[src/rtl/multdiv_sched_pkg.sv]
// Shared types and constants for the multdiv scheduler: state encoding,
// op codes, requester ID width and parameter defaults.
package multdiv_sched_pkg;

  localparam int ID_WIDTH               = 1;
  localparam int DEFAULT_DATA_WIDTH     = 32;
  localparam int DEFAULT_TIMEOUT_CYCLES = 64;

  localparam logic OP_MULT = 1'b0;
  localparam logic OP_DIV  = 1'b1;

  typedef enum logic [1:0] {
    IDLE  = 2'd0,
    ISSUE = 2'd1,
    WAIT  = 2'd2,
    RESP  = 2'd3
  } state_t;

endpackage

[src/rtl/multdiv_scheduler_if.sv]
// Bundles the two requester ports, the response port and the multdiv-side port.
// master = scheduler view, slave = requesters/consumer/multdiv view.
interface multdiv_scheduler_if
  import multdiv_sched_pkg::*;
#(
  parameter int DATA_WIDTH = DEFAULT_DATA_WIDTH
) ();

  logic                  req0_valid;
  logic                  req0_ready;
  logic                  req0_op;
  logic [DATA_WIDTH-1:0] req0_a;
  logic [DATA_WIDTH-1:0] req0_b;

  logic                  req1_valid;
  logic                  req1_ready;
  logic                  req1_op;
  logic [DATA_WIDTH-1:0] req1_a;
  logic [DATA_WIDTH-1:0] req1_b;

  logic                  resp_valid;
  logic                  resp_ready;
  logic [ID_WIDTH-1:0]   resp_id;
  logic [DATA_WIDTH-1:0] resp_result;
  logic                  resp_exception;

  logic [DATA_WIDTH-1:0] md_operandA;
  logic [DATA_WIDTH-1:0] md_operandB;
  logic                  md_ctrl_MULT;
  logic                  md_ctrl_DIV;
  logic [DATA_WIDTH-1:0] md_result;
  logic                  md_exception;
  logic                  md_resultRDY;

  modport master (
    input  req0_valid, req0_op, req0_a, req0_b,
    input  req1_valid, req1_op, req1_a, req1_b,
    input  resp_ready,
    input  md_result, md_exception, md_resultRDY,
    output req0_ready, req1_ready,
    output resp_valid, resp_id, resp_result, resp_exception,
    output md_operandA, md_operandB, md_ctrl_MULT, md_ctrl_DIV
  );

  modport slave (
    output req0_valid, req0_op, req0_a, req0_b,
    output req1_valid, req1_op, req1_a, req1_b,
    output resp_ready,
    output md_result, md_exception, md_resultRDY,
    input  req0_ready, req1_ready,
    input  resp_valid, resp_id, resp_result, resp_exception,
    input  md_operandA, md_operandB, md_ctrl_MULT, md_ctrl_DIV
  );

endinterface

[src/rtl/multdiv_scheduler_rr_arbiter2.sv]
// Two-requester round-robin arbiter; on contention the requester that did
// not win last time is granted. Grant is one-hot or zero.
module rr_arbiter2 (
  input  logic       en,
  input  logic [1:0] valid,
  input  logic       last_grant,
  output logic [1:0] grant
);

  always_comb begin
    grant = 2'b00;
    if (en) begin
      case (valid)
        2'b01:   grant = 2'b01;
        2'b10:   grant = 2'b10;
        2'b11:   grant = last_grant ? 2'b01 : 2'b10;
        default: grant = 2'b00;
      endcase
    end
  end

endmodule

[src/rtl/multdiv_scheduler.sv]
// Arbitrates two requesters onto one multdiv unit and sequences each operation.
// Optional WAIT-state timeout is built when MULTDIV_TIMEOUT_EN is defined.
//
//  state | meaning
//  IDLE  | arbitrating, readies may be asserted
//  ISSUE | one-cycle ctrl_MULT/ctrl_DIV pulse to multdiv
//  WAIT  | waiting for md_resultRDY (or timeout)
//  RESP  | response held until resp_ready
module multdiv_scheduler
  import multdiv_sched_pkg::*;
#(
  parameter int DATA_WIDTH     = DEFAULT_DATA_WIDTH,
  parameter int TIMEOUT_CYCLES = DEFAULT_TIMEOUT_CYCLES
) (
  input logic                 clock,
  input logic                 reset_n,
  multdiv_scheduler_if.master bus
);

  state_t                state;
  state_t                state_nxt;
  logic [1:0]            grant;
  logic                  accept;
  logic                  last_grant;
  logic                  op_q;
  logic [DATA_WIDTH-1:0] a_q;
  logic [DATA_WIDTH-1:0] b_q;
  logic [ID_WIDTH-1:0]   id_q;
  logic [DATA_WIDTH-1:0] result_q;
  logic                  exc_q;
  logic                  issue_mult;
  logic                  issue_div;
  logic                  capture;
  logic                  timeout;

  rr_arbiter2 u_arb (
    .en         (state == IDLE),
    .valid      ({bus.req1_valid, bus.req0_valid}),
    .last_grant (last_grant),
    .grant      (grant)
  );

  assign accept = |grant;

  if (TIMEOUT_CYCLES < 1) begin : g_timeout_range
    $error("TIMEOUT_CYCLES must be at least 1");
  end

`ifdef MULTDIV_TIMEOUT_EN
  localparam int CNT_W = $clog2(TIMEOUT_CYCLES + 1);
  logic [CNT_W-1:0] wait_cnt;

  always_ff @(posedge clock or negedge reset_n) begin
    if (!reset_n) begin
      wait_cnt <= '0;
    end else if (state == ISSUE) begin
      wait_cnt <= '0;
    end else if (state == WAIT && !bus.md_resultRDY) begin
      wait_cnt <= wait_cnt + 1'b1;
    end
  end

  // Fires on the WAIT cycle that brings the count to TIMEOUT_CYCLES; RDY wins a tie.
  assign timeout = (state == WAIT) && !bus.md_resultRDY &&
                   (wait_cnt == CNT_W'(TIMEOUT_CYCLES - 1));
`else
  assign timeout = 1'b0;
`endif

  always_ff @(posedge clock or negedge reset_n) begin
    if (!reset_n) begin
      state <= IDLE;
    end else begin
      state <= state_nxt;
    end
  end

  always_comb begin
    state_nxt  = state;
    issue_mult = 1'b0;
    issue_div  = 1'b0;
    capture    = 1'b0;
    case (state)
      IDLE: begin
        if (accept) state_nxt = ISSUE;
      end
      ISSUE: begin
        issue_mult = (op_q == OP_MULT);
        issue_div  = (op_q == OP_DIV);
        state_nxt  = WAIT;
      end
      WAIT: begin
        if (bus.md_resultRDY) begin
          capture   = 1'b1;
          state_nxt = RESP;
        end else if (timeout) begin
          state_nxt = RESP;
        end
      end
      RESP: begin
        if (bus.resp_ready) state_nxt = IDLE;
      end
      default: state_nxt = IDLE;
    endcase
  end

  always_ff @(posedge clock or negedge reset_n) begin
    if (!reset_n) begin
      op_q       <= OP_MULT;
      a_q        <= '0;
      b_q        <= '0;
      id_q       <= '0;
      last_grant <= 1'b1;
      result_q   <= '0;
      exc_q      <= 1'b0;
    end else begin
      if (accept) begin
        op_q       <= grant[1] ? bus.req1_op : bus.req0_op;
        a_q        <= grant[1] ? bus.req1_a  : bus.req0_a;
        b_q        <= grant[1] ? bus.req1_b  : bus.req0_b;
        id_q       <= ID_WIDTH'(grant[1]);
        last_grant <= grant[1];
      end
      if (capture) begin
        result_q <= bus.md_result;
        exc_q    <= bus.md_exception;
      end else if (timeout) begin
        result_q <= '0;
        exc_q    <= 1'b1;
      end
    end
  end

  assign bus.req0_ready     = grant[0];
  assign bus.req1_ready     = grant[1];
  assign bus.resp_valid     = (state == RESP);
  assign bus.resp_id        = id_q;
  assign bus.resp_result    = result_q;
  assign bus.resp_exception = exc_q;
  assign bus.md_operandA    = a_q;
  assign bus.md_operandB    = b_q;
  assign bus.md_ctrl_MULT   = issue_mult;
  assign bus.md_ctrl_DIV    = issue_div;

endmodule

[src/flat_wrapper.sv]
// flat-port wrapper written by rule: the top's interface ports become plain ports
module multdiv_scheduler_flat import multdiv_sched_pkg::*;
#(
  parameter int DATA_WIDTH     = DEFAULT_DATA_WIDTH,
  parameter int TIMEOUT_CYCLES = DEFAULT_TIMEOUT_CYCLES
)
  (clock, reset_n, bus_req0_valid, bus_req0_op, bus_req0_a, bus_req0_b, bus_req1_valid, bus_req1_op, bus_req1_a, bus_req1_b, bus_resp_ready, bus_md_result, bus_md_exception, bus_md_resultRDY, bus_req0_ready, bus_req1_ready, bus_resp_valid, bus_resp_id, bus_resp_result, bus_resp_exception, bus_md_operandA, bus_md_operandB, bus_md_ctrl_MULT, bus_md_ctrl_DIV);
  multdiv_scheduler_if #(.DATA_WIDTH(DATA_WIDTH)) bus_i ();
  input logic clock;
  input logic reset_n;
  input wire logic [$bits(bus_i.req0_valid)-1:0] bus_req0_valid;
  input wire logic [$bits(bus_i.req0_op)-1:0] bus_req0_op;
  input wire logic [$bits(bus_i.req0_a)-1:0] bus_req0_a;
  input wire logic [$bits(bus_i.req0_b)-1:0] bus_req0_b;
  input wire logic [$bits(bus_i.req1_valid)-1:0] bus_req1_valid;
  input wire logic [$bits(bus_i.req1_op)-1:0] bus_req1_op;
  input wire logic [$bits(bus_i.req1_a)-1:0] bus_req1_a;
  input wire logic [$bits(bus_i.req1_b)-1:0] bus_req1_b;
  input wire logic [$bits(bus_i.resp_ready)-1:0] bus_resp_ready;
  input wire logic [$bits(bus_i.md_result)-1:0] bus_md_result;
  input wire logic [$bits(bus_i.md_exception)-1:0] bus_md_exception;
  input wire logic [$bits(bus_i.md_resultRDY)-1:0] bus_md_resultRDY;
  output wire logic [$bits(bus_i.req0_ready)-1:0] bus_req0_ready;
  output wire logic [$bits(bus_i.req1_ready)-1:0] bus_req1_ready;
  output wire logic [$bits(bus_i.resp_valid)-1:0] bus_resp_valid;
  output wire logic [$bits(bus_i.resp_id)-1:0] bus_resp_id;
  output wire logic [$bits(bus_i.resp_result)-1:0] bus_resp_result;
  output wire logic [$bits(bus_i.resp_exception)-1:0] bus_resp_exception;
  output wire logic [$bits(bus_i.md_operandA)-1:0] bus_md_operandA;
  output wire logic [$bits(bus_i.md_operandB)-1:0] bus_md_operandB;
  output wire logic [$bits(bus_i.md_ctrl_MULT)-1:0] bus_md_ctrl_MULT;
  output wire logic [$bits(bus_i.md_ctrl_DIV)-1:0] bus_md_ctrl_DIV;
  assign bus_i.req0_valid = bus_req0_valid;
  assign bus_i.req0_op = bus_req0_op;
  assign bus_i.req0_a = bus_req0_a;
  assign bus_i.req0_b = bus_req0_b;
  assign bus_i.req1_valid = bus_req1_valid;
  assign bus_i.req1_op = bus_req1_op;
  assign bus_i.req1_a = bus_req1_a;
  assign bus_i.req1_b = bus_req1_b;
  assign bus_i.resp_ready = bus_resp_ready;
  assign bus_i.md_result = bus_md_result;
  assign bus_i.md_exception = bus_md_exception;
  assign bus_i.md_resultRDY = bus_md_resultRDY;
  assign bus_req0_ready = bus_i.req0_ready;
  assign bus_req1_ready = bus_i.req1_ready;
  assign bus_resp_valid = bus_i.resp_valid;
  assign bus_resp_id = bus_i.resp_id;
  assign bus_resp_result = bus_i.resp_result;
  assign bus_resp_exception = bus_i.resp_exception;
  assign bus_md_operandA = bus_i.md_operandA;
  assign bus_md_operandB = bus_i.md_operandB;
  assign bus_md_ctrl_MULT = bus_i.md_ctrl_MULT;
  assign bus_md_ctrl_DIV = bus_i.md_ctrl_DIV;
  multdiv_scheduler #(.DATA_WIDTH(DATA_WIDTH), .TIMEOUT_CYCLES(TIMEOUT_CYCLES)) u_core (.clock(clock), .reset_n(reset_n), .bus(bus_i));
endmodule
[config.mk]
export PLATFORM = sky130hd
export DESIGN_NAME = multdiv_scheduler_flat
export DESIGN_NICKNAME = d
export VERILOG_FILES = /design/src/rtl/multdiv_sched_pkg.sv /design/src/rtl/multdiv_scheduler_if.sv /design/src/rtl/multdiv_scheduler_rr_arbiter2.sv /design/src/rtl/multdiv_scheduler.sv /design/src/flat_wrapper.sv
export SDC_FILE = /design/constraint.sdc
export NUM_CORES = 1
export LEC_CHECK = 0
export CORE_MARGIN = 2
export CORE_UTILIZATION = 40
export CTS_CLUSTER_SIZE = 30
export DETAILED_ROUTE_END_ITERATION = 8
export PLACE_DENSITY = 0.87
export SKIP_LAST_GASP = 1
export SYNTH_ARGS = -nofsm -noshare
export SYNTH_HDL_FRONTEND = slang
export SYNTH_SLANG_ARGS = --single-unit
[constraint.sdc]
create_clock -name clock -period 4.14 [get_ports clock]
set_input_delay 0.828 -clock clock [delete_from_list [all_inputs] [get_ports clock]]
set_output_delay 0.828 -clock clock [all_outputs]
set_load 0.02 [all_outputs]
Word level (Yosys, flattened, before mapping)
Cells that the tools add are included.
{ "totals": {"regBits": 102, "out_inout_bits": 103} }
{ "op_classes": {"eq_ne": 9, "muxes": 14, "n_bitwise": 1, "reduce_logical": 3} }
{ "op_table": {"columns": ["op", "count"], "rows": [
  ["$mux 32", 2],
  ["$mux 2", 5],
  ["$eq 2x2->1 const B", 4],
  ["$pmux 2 s4", 1],
  ["$pmux 2 s3", 1],
  ["$mux 1", 5],
  ["$eq 2x1->1 const B", 2],
  ["$ne 2x2->1 const B", 2],
  ["$reduce_and 3->1", 1],
  ["$logic_not 2->1", 1],
  ["$ne 2x1->1 const B", 1],
  ["$reduce_or 2->1", 1],
  ["$not 1->1", 1]
]} }

Longest topological paths before layout
{ "logic_depth": {"word_depth": 6, "depth_mapped": 7} }

Hierarchy
A second synthesis with hierarchy kept.
{ "hier_totals": {"cells_unflattened": 380, "hier_area_um2": 4466.8} }
{ "by_module_without_submodules": {"columns": ["module", "instances", "cells_per_inst", "area_each_um2", "seq_area_each_um2"], "rows": [
  ["multdiv_scheduler", 1, 375, 4445.5, 2553.7],
  ["rr_arbiter2", 1, 5, 21.3, 0.0]
]} }

Worst setup path before layout
OpenSTA, ideal clock, no wires.
{ "synth_path": {"path_kind": "input-to-output", "start": "input bus_req0_valid", "end": "output bus_req0_ready", "t_arrival_ns": 1.268, "slack_ns": 2.044, "path_stages": 3, "n_path_buf": 1, "cell_sequence": "nand2_1 -> a21oi_2 -> buf_2"} }
{ "synth_between": {"elab_chain_len": 3, "word_cells_on_any_way": 5, "cone_classes": "eq/ne: 3; mux: 2"} }
{ "synth_lines": {"columns": ["item", "line", "rtl"], "rows": [
  ["start, declared", "flat_wrapper.sv:11", "input wire logic [$bits(bus_i.req0_valid)-1:0] bus_req0_valid;"],
  ["$eq 2x2->1 / $eq 2x1->1 (equally long branches)", "multdiv_scheduler_rr_arbiter2.sv:13", "case (valid)"],
  ["$pmux 2 s3 *", "multdiv_scheduler_rr_arbiter2.sv:13", null],
  ["$mux 2 *", "multdiv_scheduler_rr_arbiter2.sv:12", "if (en) begin"],
  ["end, declared", "flat_wrapper.sv:23", "output wire logic [$bits(bus_i.req0_ready)-1:0] bus_req0_ready;"]
]} }
Every way passes the cells marked *; elsewhere a longest branch is shown, timed or not.

Worst setup path in the final report
{ "layout_path": {"start": "input bus_req1_valid", "end": "output bus_req1_ready"} }
{ "layout_between": {"elab_chain_len": 3, "word_cells_on_any_way": 5, "cone_classes": "eq/ne: 3; mux: 2"} }
{ "layout_lines": {"columns": ["item", "line", "rtl"], "rows": [
  ["start, declared", "flat_wrapper.sv:15", "input wire logic [$bits(bus_i.req1_valid)-1:0] bus_req1_valid;"],
  ["$eq 2x2->1 / $eq 2x1->1 (equally long branches)", "multdiv_scheduler_rr_arbiter2.sv:13", null],
  ["$pmux 2 s3 *", "multdiv_scheduler_rr_arbiter2.sv:13", null],
  ["$mux 2 *", "multdiv_scheduler_rr_arbiter2.sv:12", null],
  ["end, declared", "flat_wrapper.sv:24", "output wire logic [$bits(bus_i.req1_ready)-1:0] bus_req1_ready;"]
]} }
Marked as above.

==> run metrics <==
antenna violations before repair=0; worst hold path class=flop to flop; TritonCTS clock tree=done; max-cap viol count=0; drt drc=0; reg2reg path depth=6; CTS Root Cell=clkbuf_8; Worst Tran Pin Value=1.030 ns; fin crit period=3.270 ns; hold depth=1; CP Max Fanout=4; net count of the finished layout=~750; Clock Tree Buf Depth=2; largest net degree at the start of global routing=82; DP Cell Count=701; outcome=finished, final reports clean; Total GRT Usage=0.2336; vias=3697; worst path required time=around 3.3 ns; Hold-fix buffers, CTS=0; Critical Path AT=2.44 ns; setup_tns=0 ns; Synth Instances=roughly 310; crit share post-route=0.7900; Post-Synthesis Cell Area=4329 um^2; post-synthesis sequential area ratio=0.5899; final instance count without filler cells=slightly above 700; WL/cell=19.19 um; DP Wirelength=9936 um; leakage=3.044 nW; library cells used by synthesis=21; maximum vdd ir drop=0.4321 mV; Avg Cell Area, Syn=13.83 um^2; CTS Buf Count=9; PostCTS Resize Cnt=0; WS Path Type=primary input to primary output; global-route wire length before repair=21040 um; chip width=108.0 um; Setup Fix Bufs, Post-CTS=0; Power per Cell Area=753.7 nW/um^2; die footprint=11670 um^2; Mapped Nets=between 400 and 500; Area after DPL=7097 um^2; clk_lat worst skew=0.37 ns; DRT antenna net count=0; RSZ-0062 raised after global routing=false; Worst setup EP type=primary output; Fin. Hold Viols=0; Worst Skew=0.01088 ns; post-route cell area=7367 um^2; gpl congestion=0.8086; FP Rows=37; core area=10420 um^2; slew margin rel.=0.3133; gr ovfl total=0; Initial Utilization=0.4156; vias in the first global route=4088; Via density=just over 5; fraction of layout cells with a size suffix above 1=0.1050; YS warnings=0; setup slack at placement=0.8492 ns; Top Ports=272; Final setup violation count=0; Port Buffers=271; CP startpoint kind=primary input; Final Max Tran Viols=0; 1st-iter DRT viols=159; Pre-Repair DR Iteration Count=4; clock transition at the registers of the reported paths=around 0.09 ns; clk sinks=just over 100; highest clock rate=approximately 310 MHz; PnR worst setup slack=0.8696 ns; Total Routed Length=~14000 um; die height=108.0 um; #FFs+latches synth=102; H-Tree Depth=3; Ant. Diodes=0; Layout area overhead=70.17%; # fillers=761
[power breakdown]
group | internal (W) | total, W | switching [W]
sequential | 0.00149 | 0.00175 | 0.000261
clock | 0.000478 | 0.000822 | 0.000344
combinational | 0.00158 | 0.00298 | 0.00140
[cell usage after synthesis]
cell type,instances,area (um^2)
nand2_1,4,15.01
o32a_1,1,10.01
a21oi_2,2,17.52
o21ai_1,1,5.000
and2_0,34,212.7
dfstp_2,1,26.28
buf_2,9,45.04
a221o_1,65,650.6
mux2_2,34,382.9
nor2b_1,2,12.51
nor2_1,1,3.750
inv_1,4,15.01
clkbuf_1,1,3.750
o21ba_2,1,10.01
ha_1,4,50.05
buf_6,6,67.56
dfrtp_1,101,2527
a221oi_1,1,8.760
and2_1,32,200.2
buf_4,8,60.06
o21ai_0,1,5.000
[cells in the final DEF, fill, tap and decap left out, drive strengths merged, types with 2 or more instances in the layout]
master and instances:
a221o 65, nand2 4, ha 4, clkbuf 10, mux2 34, buf 6, a21oi 2, inv 4
and2 66, clkdlybuf4s50 270, nor2b 2, dfrtp 101, bufinv 4, o21ai 2
[kinds of logic after synthesis]
group,synth area share
flip-flops,0.5899
AO/OA/AOI/OAI,0.1633
AND/OR/NAND/NOR,0.1026
multiplexers,0.08844
buffers and inverters,0.04422
adder cells (fa/ha/maj),0.01156
[flip-flops by register name, indices dropped and copies added (netlist names)]
register	flops
u_core.bus.md_operandA	32
u_core.last_grant	1
u_core.bus.md_operandB	32
u_core.state	2
u_core.op_q	1
u_core.bus.resp_exception	1
u_core.bus.resp_result	32
u_core.bus.resp_id	1
[metal layers]
layer  vias up  track usage  share of wire
met5         -            0              0
met4         0      0.09799          0.029
met3        29      0.06751          0.093
met2       178       0.4214           0.51
met1      1794       0.2564           0.37
li1       1696            -              -
[area by class of cell]
class                           instances  area [um^2]  area share
Inverter                                4        15.01    0.002038
Tap cell                              136        170.2     0.02310
Multi-Input combinational cell        183         1610      0.2186
Clock inverter                          6        132.6     0.01800
Clock buffer                           10        137.6     0.01868
Timing Repair Buffer                  276         2748      0.3730
Sequential cell                       102         2554      0.3466
[stage by stage]
step                      utilization  hold WS, ns  total power, W
after CTS                      0.7073       0.5153        0.005590
after global placement         0.6813       0.4873        0.004658
after global routing           0.7073       0.5253        0.005845
after detailed placement       0.6813       0.4938        0.004749
final                          0.7073       0.5107        0.005552
after floorplan                     -       0.4784        0.003365
[critical path, cell delays in order]
cell	delay, ns
clkdlybuf4s50_1	0.63
nand2_1	0.15
a21oi_4	0.15
clkdlybuf4s50_1	0.68
[worst paths after layout]
kind | start | end | slack (ns)
setup reg to reg | u_core.state[0]$_DFFE_PN0P_ | u_core.bus.md_operandB[20]$_DFFE_PN0P_ | 1.99
max in group asynchronous | reset_n | u_core.bus.resp_result[9]$_DFFE_PN0P_ | 2.60
hold / removal | u_core.bus.resp_result[30]$_DFFE_PN0P_ | u_core.bus.resp_result[30]$_DFFE_PN0P_ | 0.51
min in group asynchronous | reset_n | u_core.bus.md_operandB[13]$_DFFE_PN0P_ | 0.64
setup / recovery | bus_req1_valid | bus_req1_ready | 0.87
hold reg to reg | u_core.bus.resp_result[30]$_DFFE_PN0P_ | u_core.bus.resp_result[30]$_DFFE_PN0P_ | 0.51
(Power assumes the default switching activity.)
